<file path="src/rtl/fft_pkg.sv">
// fft_pkg: shared definitions for the iterative radix-2 FFT core.
//   - FSM state encodings (LOAD / COMPUTE / UNLOAD)
//   - width limits for the supported transform lengths
//   - bitrev(): bit-reversal of an index over a given number of bits
//   - twiddle_re()/twiddle_im(): forward twiddle W = e^-j2πk/N scaled by
//     2^(tw-2) and rounded to nearest; evaluated at elaboration only.
package fft_pkg;

    localparam logic [1:0] ST_LOAD    = 2'd0;
    localparam logic [1:0] ST_COMPUTE = 2'd1;
    localparam logic [1:0] ST_UNLOAD  = 2'd2;

    localparam int MAX_N     = 1024;
    localparam int MAX_LOG2N = $clog2(MAX_N);
    localparam int BR_W      = 16;

    // Reverse the low 'bits' bits of idx; higher bits of the result are zero.
    function automatic logic [BR_W-1:0] bitrev(input logic [BR_W-1:0] idx, input int bits);
        logic [BR_W-1:0] r;
        r = '0;
        for (int i = 0; i < BR_W; i++) begin
            if (i < bits) begin
                r = r | (((idx >> i) & BR_W'(1)) << (bits - 1 - i));
            end
        end
        return r;
    endfunction

    function automatic int round_real(input real x);
        if (x >= 0.0) begin
            return $rtoi(x + 0.5);
        end
        return -$rtoi(0.5 - x);
    endfunction

    function automatic int twiddle_re(input int k, input int n, input int tw);
        real ang;
        real amp;
        ang = 6.283185307179586 * real'(k) / real'(n);
        amp = real'(1 << (tw - 2));
        return round_real($cos(ang) * amp);
    endfunction

    // Forward direction: imaginary part of e^-jθ is -sin θ.
    function automatic int twiddle_im(input int k, input int n, input int tw);
        real ang;
        real amp;
        ang = 6.283185307179586 * real'(k) / real'(n);
        amp = real'(1 << (tw - 2));
        return round_real(-$sin(ang) * amp);
    endfunction

endpackage

</file>
<file path="src/rtl/fft_bfly.sv">
// fft_bfly: radix-2 DIT butterfly, two register stages, latency 2.
//   x = a + b*W, y = a - b*W (W conjugated when inverse=1).
//   Product is full precision, rounded by TW-2 bits; sums are formed wide,
//   optionally halved with round-half-up (scale=1), then saturated to DW.
// Ports:
//   clk            rising-edge clock
//   inverse, scale frame-constant mode controls
//   a_*, b_*       DW-bit signed operands
//   w_*            TW-bit signed forward twiddle
//   x_*, y_*       DW-bit signed results (registered)
//   sat            any of the four results was clipped (registered, aligned with x/y)
module fft_bfly #(
    parameter int DW = 8,
    parameter int TW = 8
) (
    input  logic                 clk,
    input  logic                 inverse,
    input  logic                 scale,
    input  logic signed [DW-1:0] a_re,
    input  logic signed [DW-1:0] a_im,
    input  logic signed [DW-1:0] b_re,
    input  logic signed [DW-1:0] b_im,
    input  logic signed [TW-1:0] w_re,
    input  logic signed [TW-1:0] w_im,
    output logic signed [DW-1:0] x_re,
    output logic signed [DW-1:0] x_im,
    output logic signed [DW-1:0] y_re,
    output logic signed [DW-1:0] y_im,
    output logic                 sat
);

    localparam int PW = DW + TW + 1;
    localparam int SW = PW + 1;
    localparam logic signed [PW-1:0] RND  = PW'(1) <<< (TW - 3);
    localparam logic signed [SW-1:0] MAXV = SW'((1 << (DW - 1)) - 1);
    localparam logic signed [SW-1:0] MINV = SW'(-(1 << (DW - 1)));

    function automatic logic signed [PW-1:0] round_prod(input logic signed [PW-1:0] p);
        return (p + RND) >>> (TW - 2);
    endfunction

    function automatic logic signed [SW-1:0] scale_sum(input logic signed [SW-1:0] v, input logic en);
        return en ? ((v + SW'(1)) >>> 1) : v;
    endfunction

    function automatic logic signed [DW-1:0] sat_val(input logic signed [SW-1:0] v);
        if (v > MAXV) begin
            return DW'(MAXV);
        end
        if (v < MINV) begin
            return DW'(MINV);
        end
        return DW'(v);
    endfunction

    function automatic logic sat_hit(input logic signed [SW-1:0] v);
        return (v > MAXV) || (v < MINV);
    endfunction

    logic signed [TW-1:0] w_im_c;
    logic signed [PW-1:0] prod_re_p0, prod_im_p0;
    logic signed [PW-1:0] prod_re_p1, prod_im_p1;
    logic signed [DW-1:0] a_re_p1, a_im_p1;
    logic signed [PW-1:0] t_re, t_im;
    logic signed [SW-1:0] s_re, s_im, d_re, d_im;

    // ---- stage p0: complex multiply b*W (full precision) ----
    always_comb begin
        w_im_c     = inverse ? -w_im : w_im;
        prod_re_p0 = PW'(b_re) * PW'(w_re) - PW'(b_im) * PW'(w_im_c);
        prod_im_p0 = PW'(b_re) * PW'(w_im_c) + PW'(b_im) * PW'(w_re);
    end

    // ---- stage p1: registered product and delayed a ----
    always_ff @(posedge clk) begin
        prod_re_p1 <= prod_re_p0;
        prod_im_p1 <= prod_im_p0;
        a_re_p1    <= a_re;
        a_im_p1    <= a_im;
    end

    always_comb begin
        t_re = round_prod(prod_re_p1);
        t_im = round_prod(prod_im_p1);
        s_re = scale_sum(SW'(a_re_p1) + SW'(t_re), scale);
        s_im = scale_sum(SW'(a_im_p1) + SW'(t_im), scale);
        d_re = scale_sum(SW'(a_re_p1) - SW'(t_re), scale);
        d_im = scale_sum(SW'(a_im_p1) - SW'(t_im), scale);
    end

    // ---- stage p2: saturated results ----
    always_ff @(posedge clk) begin
        x_re <= sat_val(s_re);
        x_im <= sat_val(s_im);
        y_re <= sat_val(d_re);
        y_im <= sat_val(d_im);
        sat  <= sat_hit(s_re) | sat_hit(s_im) | sat_hit(d_re) | sat_hit(d_im);
    end

endmodule

</file>
<file path="src/rtl/fft_iter_core.sv">
// fft_iter_core: in-place iterative radix-2 DIT FFT/IFFT, one frame at a time.
//   LOAD    accepts N samples, stored at bit-reversed addresses.
//   COMPUTE runs log2(N) stages of N/2 butterflies plus 2 drain cycles each.
//   UNLOAD  streams X[0..N-1] in natural order through registered outputs.
// Ports:
//   clk1                   clock, rising edge
//   rst                    asynchronous reset, active LOW
//   in_valid/in_ready      input handshake (ready only in LOAD)
//   in_re, in_im           input sample
//   inverse, scale         mode, sampled on the first beat of a frame
//   out_valid/out_ready    output handshake
//   out_re, out_im         output bin value
//   out_idx, out_last      bin index, high on the final bin
//   ovf                    saturation seen in the current frame
module fft_iter_core
    import fft_pkg::*;
#(
    parameter int N  = 32,
    parameter int DW = 8,
    parameter int TW = 8
) (
    input  logic                    clk1,
    input  logic                    rst,
    input  logic                    in_valid,
    output logic                    in_ready,
    input  logic signed [DW-1:0]    in_re,
    input  logic signed [DW-1:0]    in_im,
    input  logic                    inverse,
    input  logic                    scale,
    output logic                    out_valid,
    input  logic                    out_ready,
    output logic signed [DW-1:0]    out_re,
    output logic signed [DW-1:0]    out_im,
    output logic [$clog2(N)-1:0]    out_idx,
    output logic                    out_last,
    output logic                    ovf
);

    localparam int LW    = $clog2(N);
    localparam int S     = LW;
    localparam int HALF  = N / 2;
    localparam int TWI_W = LW - 1;

    logic [1:0]            state;
    logic [LW-1:0]         n_cnt, cnt, stg, rd_k;
    logic                  inv_q, scl_q;
    logic                  accept;
    logic [LW-1:0]         n_rev;

    logic signed [DW-1:0]  mem_re [N];
    logic signed [DW-1:0]  mem_im [N];
    logic signed [TW-1:0]  rom_re [HALF];
    logic signed [TW-1:0]  rom_im [HALF];

    logic                  vld_p0, vld_p1, vld_p2;
    logic [LW-1:0]         hmask, off_p0, a_addr_p0, b_addr_p0;
    logic [TWI_W-1:0]      tw_idx_p0;
    logic [LW-1:0]         a_addr_p1, b_addr_p1, a_addr_p2, b_addr_p2;
    logic signed [DW-1:0]  sum_re_p2, sum_im_p2, dif_re_p2, dif_im_p2;
    logic                  sat_p2;

    for (genvar k = 0; k < HALF; k++) begin : g_rom
        localparam logic signed [TW-1:0] WR = TW'(twiddle_re(k, N, TW));
        localparam logic signed [TW-1:0] WI = TW'(twiddle_im(k, N, TW));
        assign rom_re[k] = WR;
        assign rom_im[k] = WI;
    end

    assign in_ready = (state == ST_LOAD);
    assign accept   = in_valid && in_ready;
    assign n_rev    = LW'(bitrev(BR_W'(n_cnt), LW));

    // ---- stage p0: butterfly address generation and RAM read ----
    // Span h = 2^stg: a = grp*2h + off, b = a + h, twiddle index off*N/(2h).
    always_comb begin
        vld_p0    = (state == ST_COMPUTE) && (cnt < LW'(HALF));
        hmask     = (LW'(1) << stg) - LW'(1);
        off_p0    = cnt & hmask;
        a_addr_p0 = ((cnt >> stg) << (stg + LW'(1))) | off_p0;
        b_addr_p0 = a_addr_p0 | (LW'(1) << stg);
        tw_idx_p0 = TWI_W'(off_p0 << (LW'(LW - 1) - stg));
    end

    fft_bfly #(
        .DW (DW),
        .TW (TW)
    ) u_bfly (
        .clk     (clk1),
        .inverse (inv_q),
        .scale   (scl_q),
        .a_re    (mem_re[a_addr_p0]),
        .a_im    (mem_im[a_addr_p0]),
        .b_re    (mem_re[b_addr_p0]),
        .b_im    (mem_im[b_addr_p0]),
        .w_re    (rom_re[tw_idx_p0]),
        .w_im    (rom_im[tw_idx_p0]),
        .x_re    (sum_re_p2),
        .x_im    (sum_im_p2),
        .y_re    (dif_re_p2),
        .y_im    (dif_im_p2),
        .sat     (sat_p2)
    );

    // ---- stages p1/p2: address delay matching the butterfly latency ----
    always_ff @(posedge clk1) begin
        a_addr_p1 <= a_addr_p0;
        b_addr_p1 <= b_addr_p0;
        a_addr_p2 <= a_addr_p1;
        b_addr_p2 <= b_addr_p1;
    end

    // Loads and write-backs never coincide: they belong to different states.
    always_ff @(posedge clk1) begin
        if (accept) begin
            mem_re[n_rev] <= in_re;
            mem_im[n_rev] <= in_im;
        end
        if (vld_p2) begin
            mem_re[a_addr_p2] <= sum_re_p2;
            mem_im[a_addr_p2] <= sum_im_p2;
            mem_re[b_addr_p2] <= dif_re_p2;
            mem_im[b_addr_p2] <= dif_im_p2;
        end
    end

    always_ff @(posedge clk1 or negedge rst) begin
        if (!rst) begin
            state     <= ST_LOAD;
            n_cnt     <= '0;
            cnt       <= '0;
            stg       <= '0;
            rd_k      <= '0;
            inv_q     <= 1'b0;
            scl_q     <= 1'b0;
            vld_p1    <= 1'b0;
            vld_p2    <= 1'b0;
            out_valid <= 1'b0;
            out_last  <= 1'b0;
            out_idx   <= '0;
            out_re    <= '0;
            out_im    <= '0;
            ovf       <= 1'b0;
        end else begin
            vld_p1 <= vld_p0;
            vld_p2 <= vld_p1;

            if (accept && n_cnt == '0) begin
                inv_q <= inverse;
                scl_q <= scale;
                ovf   <= 1'b0;
            end else if (vld_p2 && sat_p2) begin
                ovf <= 1'b1;
            end

            case (state)
                ST_LOAD: begin
                    if (accept) begin
                        if (n_cnt == LW'(N - 1)) begin
                            n_cnt <= '0;
                            state <= ST_COMPUTE;
                        end else begin
                            n_cnt <= n_cnt + LW'(1);
                        end
                    end
                end
                ST_COMPUTE: begin
                    if (cnt == LW'(HALF + 1)) begin
                        cnt <= '0;
                        if (stg == LW'(S - 1)) begin
                            stg   <= '0;
                            state <= ST_UNLOAD;
                        end else begin
                            stg <= stg + LW'(1);
                        end
                    end else begin
                        cnt <= cnt + LW'(1);
                    end
                end
                ST_UNLOAD: begin
                    // First UNLOAD cycle primes the output register with X[0].
                    if (!out_valid) begin
                        out_valid <= 1'b1;
                        out_re    <= mem_re[0];
                        out_im    <= mem_im[0];
                        out_idx   <= '0;
                        out_last  <= 1'b0;
                        rd_k      <= LW'(1);
                    end else if (out_ready) begin
                        if (out_last) begin
                            out_valid <= 1'b0;
                            out_last  <= 1'b0;
                            out_idx   <= '0;
                            rd_k      <= '0;
                            state     <= ST_LOAD;
                        end else begin
                            out_re   <= mem_re[rd_k];
                            out_im   <= mem_im[rd_k];
                            out_idx  <= rd_k;
                            out_last <= (rd_k == LW'(N - 1));
                            rd_k     <= rd_k + LW'(1);
                        end
                    end
                end
                default: state <= ST_LOAD;
            endcase
        end
    end

endmodule

</file>
<file path="config.mk">
export PLATFORM = sky130hd
export DESIGN_NAME = fft_iter_core
export DESIGN_NICKNAME = d
export VERILOG_FILES = /design/src/rtl/fft_pkg.sv /design/src/rtl/fft_bfly.sv /design/src/rtl/fft_iter_core.sv
export SDC_FILE = /design/constraint.sdc
export NUM_CORES = 2
export LEC_CHECK = 0
export BUFFER_PORTS_ARGS = -buffer_cell sky130_fd_sc_hd__buf_2
export CAP_MARGIN = 25
export CORE_ASPECT_RATIO = 1.2
export CORE_MARGIN = 8
export CORE_UTILIZATION = 60
export CTS_BUF_LIST = sky130_fd_sc_hd__clkbuf_16
export DETAILED_ROUTE_END_ITERATION = 7
export PLACE_DENSITY = 0.83
export SYNTH_ARGS = -nofsm -noshare
export SYNTH_HDL_FRONTEND = slang
export SYNTH_SLANG_ARGS = --single-unit
</file>
<file path="constraint.sdc">
create_clock -name clk1 -period 10.2 [get_ports clk1]
set_input_delay 1.02 -clock clk1 [delete_from_list [all_inputs] [get_ports clk1]]
set_output_delay 1.02 -clock clk1 [all_outputs]
set_load 0.05 [all_outputs]
</file>
# Word level (Yosys, flattened, before mapping)
# Memories as Yosys holds them, arrays and structs flattened. A register that Yosys moved wholly into a read port is not among the register bits.
# Index checks and enable logic that the tools add are counted.
# totals
ram_bits	512
wordCells	181
latchBits	0
reg_bits	137
romBits	256
n_memories	4
# classes
n_lt_le_gt_ge	10
n_reduce_logical	16
multipliers	4
n_div	0
n_shift	4
n_eq_ne	15
n_addsub	19
muxes	72
bitwise	11
# memory_table
name	depth	width	read_ports	rd_ports_with_merged_regs	wr	line	source
mem_im	32	8	4	1	3	fft_iter_core.sv:51	logic signed [DW-1:0] mem_im [N];
mem_re	32	8	4	1	3	fft_iter_core.sv:50	logic signed [DW-1:0] mem_re [N];
(no name shown)	16	8	1	0	0	fft_iter_core.sv:96	.w_im (rom_im[tw_idx_p0]),
(no name shown)	16	8	1	0	0	fft_iter_core.sv:95	.w_re (rom_re[tw_idx_p0]),
# op_table
cell	count
$mux W8	27
$add A18 B2 Y18 const B	4
$gt A18 B8 Y1 const B	4
$lt A18 B8 Y1 const B	4
$mux W18	4
$mul A8 B8 Y16	4
$mux W5	9
$add A17 B7 Y17 const B	2
$add A8 B11 Y12	2
$mux W1	24
$sub A8 B11 Y12	2
$add A5 B1 Y5 const B	4
$add A17 B17 Y17	1
$sub A17 B17 Y17	1
$eq A5 B5 Y1 const B	3
$mux W2	7
$ne A2 B1 Y1 const B	5
$or A5 B5 Y5	2
$ne A2 B2 Y1 const B	4
$neg A8 Y8	1
$reduce_and A7 Y1	1
$pmux W2 S3	1
$reduce_and A2 Y1	3
$and A5 B5 Y5	1
23 further kinds	31

# Logic depth before layout (Yosys ltp)
# depth
ltp_word	12
depth_mapped	45
ltp_nobuf	43

# Cells and area by module
# From an unflattened synthesis, not the netlist that was laid out.
# hier_totals
hier_cells	6758
area_unflattened_um2	60663.2
# modules_own_cells
mod	seq_area_each_um2	instances	cells_per_inst	area_each_um2
fft_iter_core	17026.3	1	4892	44233.7
fft_bfly	1461.4	1	1866	16429.5

# Least setup slack after synthesis
# OpenSTA, ideal clock, no wires.
# synth_path
path_kind	reg-to-reg
from	register stg[4]
to	register u_bfly.prod_im_p1[15]
setup_time_ns	0.118
t_arrival_ns	8.454
slack_ns	1.627
t_required_ns	10.082
path_buffers	5
stages_incl_launch_ff	39
path_cell_list	dfrtp_1 -> buf_6 -> or2_1 -> or4_1 -> ha_1 -> and3b_1 -> nor2_1 -> o21ai_1 -> and3_1 -> clkbuf_1 -> nand2_1 -> o22ai_1 -> clkbuf_1 -> clkbuf_1 -> ha_1 -> mux2i_1 -> clkbuf_1 -> nor2_1 -> (+3 left out) -> inv_1 -> fa_1 -> inv_1 -> fa_1 -> inv_1 -> ha_1 -> inv_1 -> o21bai_1 -> a21oi_1 -> o21bai_1 -> a21oi_1 -> o21bai_1 -> a21oi_1 -> xnor2_1 -> ha_1 -> or3_1 -> o221a_2 -> xor2_1
# synth_via
elab_chain_len	12
# synth_rtl
element	line	source
from (decl)	fft_iter_core.sv:45	logic [LW-1:0] n_cnt, cnt, stg, rd_k;
from (signal assigned)	fft_iter_core.sv:173	stg <= stg + LW'(1);
$shl A1 B5 Y5	fft_iter_core.sv:77, fft_iter_core.sv:80	
$sub A5 B2 Y5	fft_iter_core.sv:77	hmask = (LW'(1) << stg) - LW'(1);
$and A5 B5 Y5	fft_iter_core.sv:78	off_p0 = cnt & hmask;
$shl A5 B5 Y4	fft_iter_core.sv:81	tw_idx_p0 = TWI_W'(off_p0 << (LW'(LW - 1) - stg));
$not A4 Y5 (not written as such)	fft_iter_core.sv:95, fft_iter_core.sv:96	
$mem_v2 Z16 W8	-	
$mux W8 (not written as such) (2 in a row)	fft_iter_core.sv:96	
$neg A8 Y8	fft_bfly.sv:69	w_im_c = inverse ? -w_im : w_im;
$mux W8	fft_bfly.sv:69	
$mul A8 B8 Y16	fft_bfly.sv:71	prod_im_p0 = PW'(b_re) * PW'(w_im_c) + PW'(b_im) * PW'(w_re);
$add A17 B17 Y17 (*)	fft_bfly.sv:71	
via u_bfly.prod_im_p0[15]	fft_bfly.sv:61	logic signed [PW-1:0] prod_re_p0, prod_im_p0;
to (signal assigned)	fft_bfly.sv:77	prod_im_p1 <= prod_im_p0;
to (decl)	fft_bfly.sv:62	logic signed [PW-1:0] prod_re_p1, prod_im_p1;
# The timed path passes the listed nets; every way through them passes the cells marked *. The select of a mux whose other input is x is not followed.
# A chain may end at the register's enable or synchronous reset.

# Worst setup path after layout
# layout_path
from	register stg[1]
to	register u_bfly.prod_im_p1[15]
# Same word-level chain as after synthesis.

==> metrics <==
status=complete, but fails checks; failing checks=design-rule violations; Pre-Repair DR Iteration Count=8; Starting Density=0.604; Rows=127; R2R setup slack=roughly 0.76 ns; Synth Cell Area=between 60000 and 70000 um2; Worst Hold End=a_addr_p2[2]$_DFF_P_; worst slack at placement=0.731 ns; Inserted Clock Buffers=70; fin. max-slew vios=0; gpl congestion=1.01; Period minus WS final=between 9 and 10 ns; sequential area share after synthesis=0.307; reg2reg end=u_bfly.prod_im_p1[15]$_DFF_P_; Worst Skew=0.0267 ns; Fin Hold WS=approximately 0.33 ns; post-synthesis cell count=6588; worst reg-to-reg path cell count=35; CTS tree=built; Worst-path clk slew=approximately 0.06 ns; Iter 0 DRT Violations=8544; Tcrit/Tclk final=0.926; final hold viol count=0; worst setup slack after layout=approximately 0.76 ns; vias in the first global route=~53000; Post-synth top cells=nand2_1, mux2i_1, nor2_1; CP max stage cell=dfrtp_1; Mean Syn Cell Area=approximately 9.1 um2; CTS Root Cell=clkbuf_16; H-tree Lvls=3; Req. time, crit path=10.74 ns; Worst Setup End Kind=register; Worst Tran Pin Value=1.24 ns; EDFF count, synth=around 510; CP Max Fanout=roughly 100; Clk Latency, worst-skew pair=between 0.6 and 0.7 ns; Num Clock Sinks=about 660; most common cell in the netlist=nand2_1; die width=roughly 310 um; max_cap viols=0; layout cells sized above 1=0.101; Area Growth Syn to Fin=6.80%; Main synth FF type=edfxtp_1; routed len/inst=between 20 and 30 um; Yosys top cell area share=0.255; top cells by area, synth=edfxtp_1, mux2i_1, fa_1; Routed Antenna Nets=0; Layout Nets=6744; Worst slew margin=0.173; Setup crit start kind=register; Synth Register Bits=around 660; Hold Crit Start=a_addr_p1[2]$_DFF_P_; Final setup viols=0; Total Wirelength=215 mm; dpl cell area=between 60000 and 70000 um2; GRT overflow=0; post-DP HPWL=~150 mm; FF-to-FF Start=stg[1]$_DFFE_PN0P_; area leader, netlist=edfxtp_1; Top-Level Pins=47; first-pass GRT wire length=321 mm; die height=between 300 and 400 um; clock buffer depth=3; Max Clock Freq=between 100 and 150 MHz; crit path DAT=9.98 ns; post-synth net total=approximately 7000; GRT Overall Usage=0.378; largest net degree at the start of global routing=around 160; Hold Path Cell Cnt=0; vias=between 50000 and 60000; Async SR Flop Fraction=0.0763; Netlist cell types=between 90 and 100; setup TNS=0 ns; residual DRC count=7; Yosys Warn Count=0; design area=between 60000 and 70000 um2; core area=between 90000 and 100000 um2; DIE AREA=~110000 um2; initial antenna violation count=17; setup repair after global routing missed its margin=false; max incr delay on CP=around 0.70 ns; vias per cell=7.09; Setup CP Type=register to register; I/O Buffers=between 40 and 50; worst hold path class=register to register; FILL cells=7652
-- flip-flops by register name (all words and copies together), names as in the netlist, 12 cells and up --
register / flops
mem_im: 256
u_bfly.prod_re_p1: 12
u_bfly.prod_im_p1: 12
mem_re: 256
-- critical path: cells and delay by family, from the launching register on --
| kind | cells | cell delay [ns] |
|---|---|---|
| xor+xnor | 2 | 0.35 |
| buf+inv | 5 | 1.24 |
| fa+ha+maj | 7 | 2.53 |
| mux | 3 | 0.74 |
| compound gates | 11 | 2.86 |
| simple gates | 7 | 0.81 |
| flops | 1 | 0.70 |
-- cell families (layout without fill, tap and decap cells) --
group           after synthesis  after routing  share of synthesized area
flops                       655            655                      0.307
buf+inv                    1003            747                     0.0637
fa+ha+maj                   440            440                      0.120
mux                         895            895                      0.189
simple gates               1917           1917                      0.140
other cells                   0              4                          0
xor+xnor                    153            153                     0.0223
compound gates             1525           1525                      0.158
-- worst max path at each step --
stage                             startpoint  slack (ns)  cells after the start                             to
after floorplan           stg[4]$_DFFE_PN0P_        1.63                     38  u_bfly.prod_im_p1[15]$_DFF_P_
after global placement    stg[0]$_DFFE_PN0P_        0.90                     37  u_bfly.prod_re_p1[15]$_DFF_P_
after detailed placement  stg[0]$_DFFE_PN0P_        0.73                     37  u_bfly.prod_re_p1[15]$_DFF_P_
after CTS                 stg[0]$_DFFE_PN0P_        0.69                     37  u_bfly.prod_re_p1[15]$_DFF_P_
after global routing      stg[1]$_DFFE_PN0P_        0.06                     38  u_bfly.prod_re_p1[15]$_DFF_P_
final                     stg[1]$_DFFE_PN0P_        0.76                     35  u_bfly.prod_im_p1[15]$_DFF_P_
-- repair_timing --
item	4_1_cts	5_1_grt
hold buffers	0	0
gates resized for setup	0	1
setup endpoints to repair	0	2
hold endpoints to repair	0	0
setup buffers	0	0
-- layout by cell type, fill, tap and decap left out, types with 64 or more instances in the layout --
cell type / count
mux4_2: 192
nand2_1: 835
a211oi_1: 265
nand3_1: 64
mux2i_1: 692
o21ai_0: 368
edfxtp_1: 512
and2_1: 190
a31oi_1: 106
inv_1: 429
a21oi_1: 456
buf_4: 138
a311oi_1: 89
fa_1: 225
ha_1: 215
dfxtp_1: 91
clkbuf_16: 74
nor2_1: 546
xnor2_1: 120
-- layer usage --
metal	share of wire	wire length (um)	track usage
met1	0.32	68000	0.429
met2	0.43	93200	0.586
met5	0.00026	55	0
met3	0.15	31200	0.118
met4	0.11	22600	0.310
-- cell type report --
cell class	count	area [um2]	share of cell area
inverters	411	1560	0.0243
diodes	4	10.0	0.000156
multi-input cells	4930	38500	0.599
repair buffers	214	1970	0.0307
clock buffers	73	1830	0.0284
clock inverters	49	268	0.00417
well taps	1290	1610	0.0251
flip-flops and latches	655	18500	0.288
-- metrics by stage --
stage,utilization,cells
2_1_floorplan,-,6588
4_1_cts,0.644,7617
5_1_grt,0.645,7623
3_3_place_gp,0.619,7481
6_report,0.645,7626
3_5_place_dp,0.623,7495
Power is left out: the tool's default activity adds up to more than one toggle a clock period on the data nets, which glitch-free logic cannot reach.
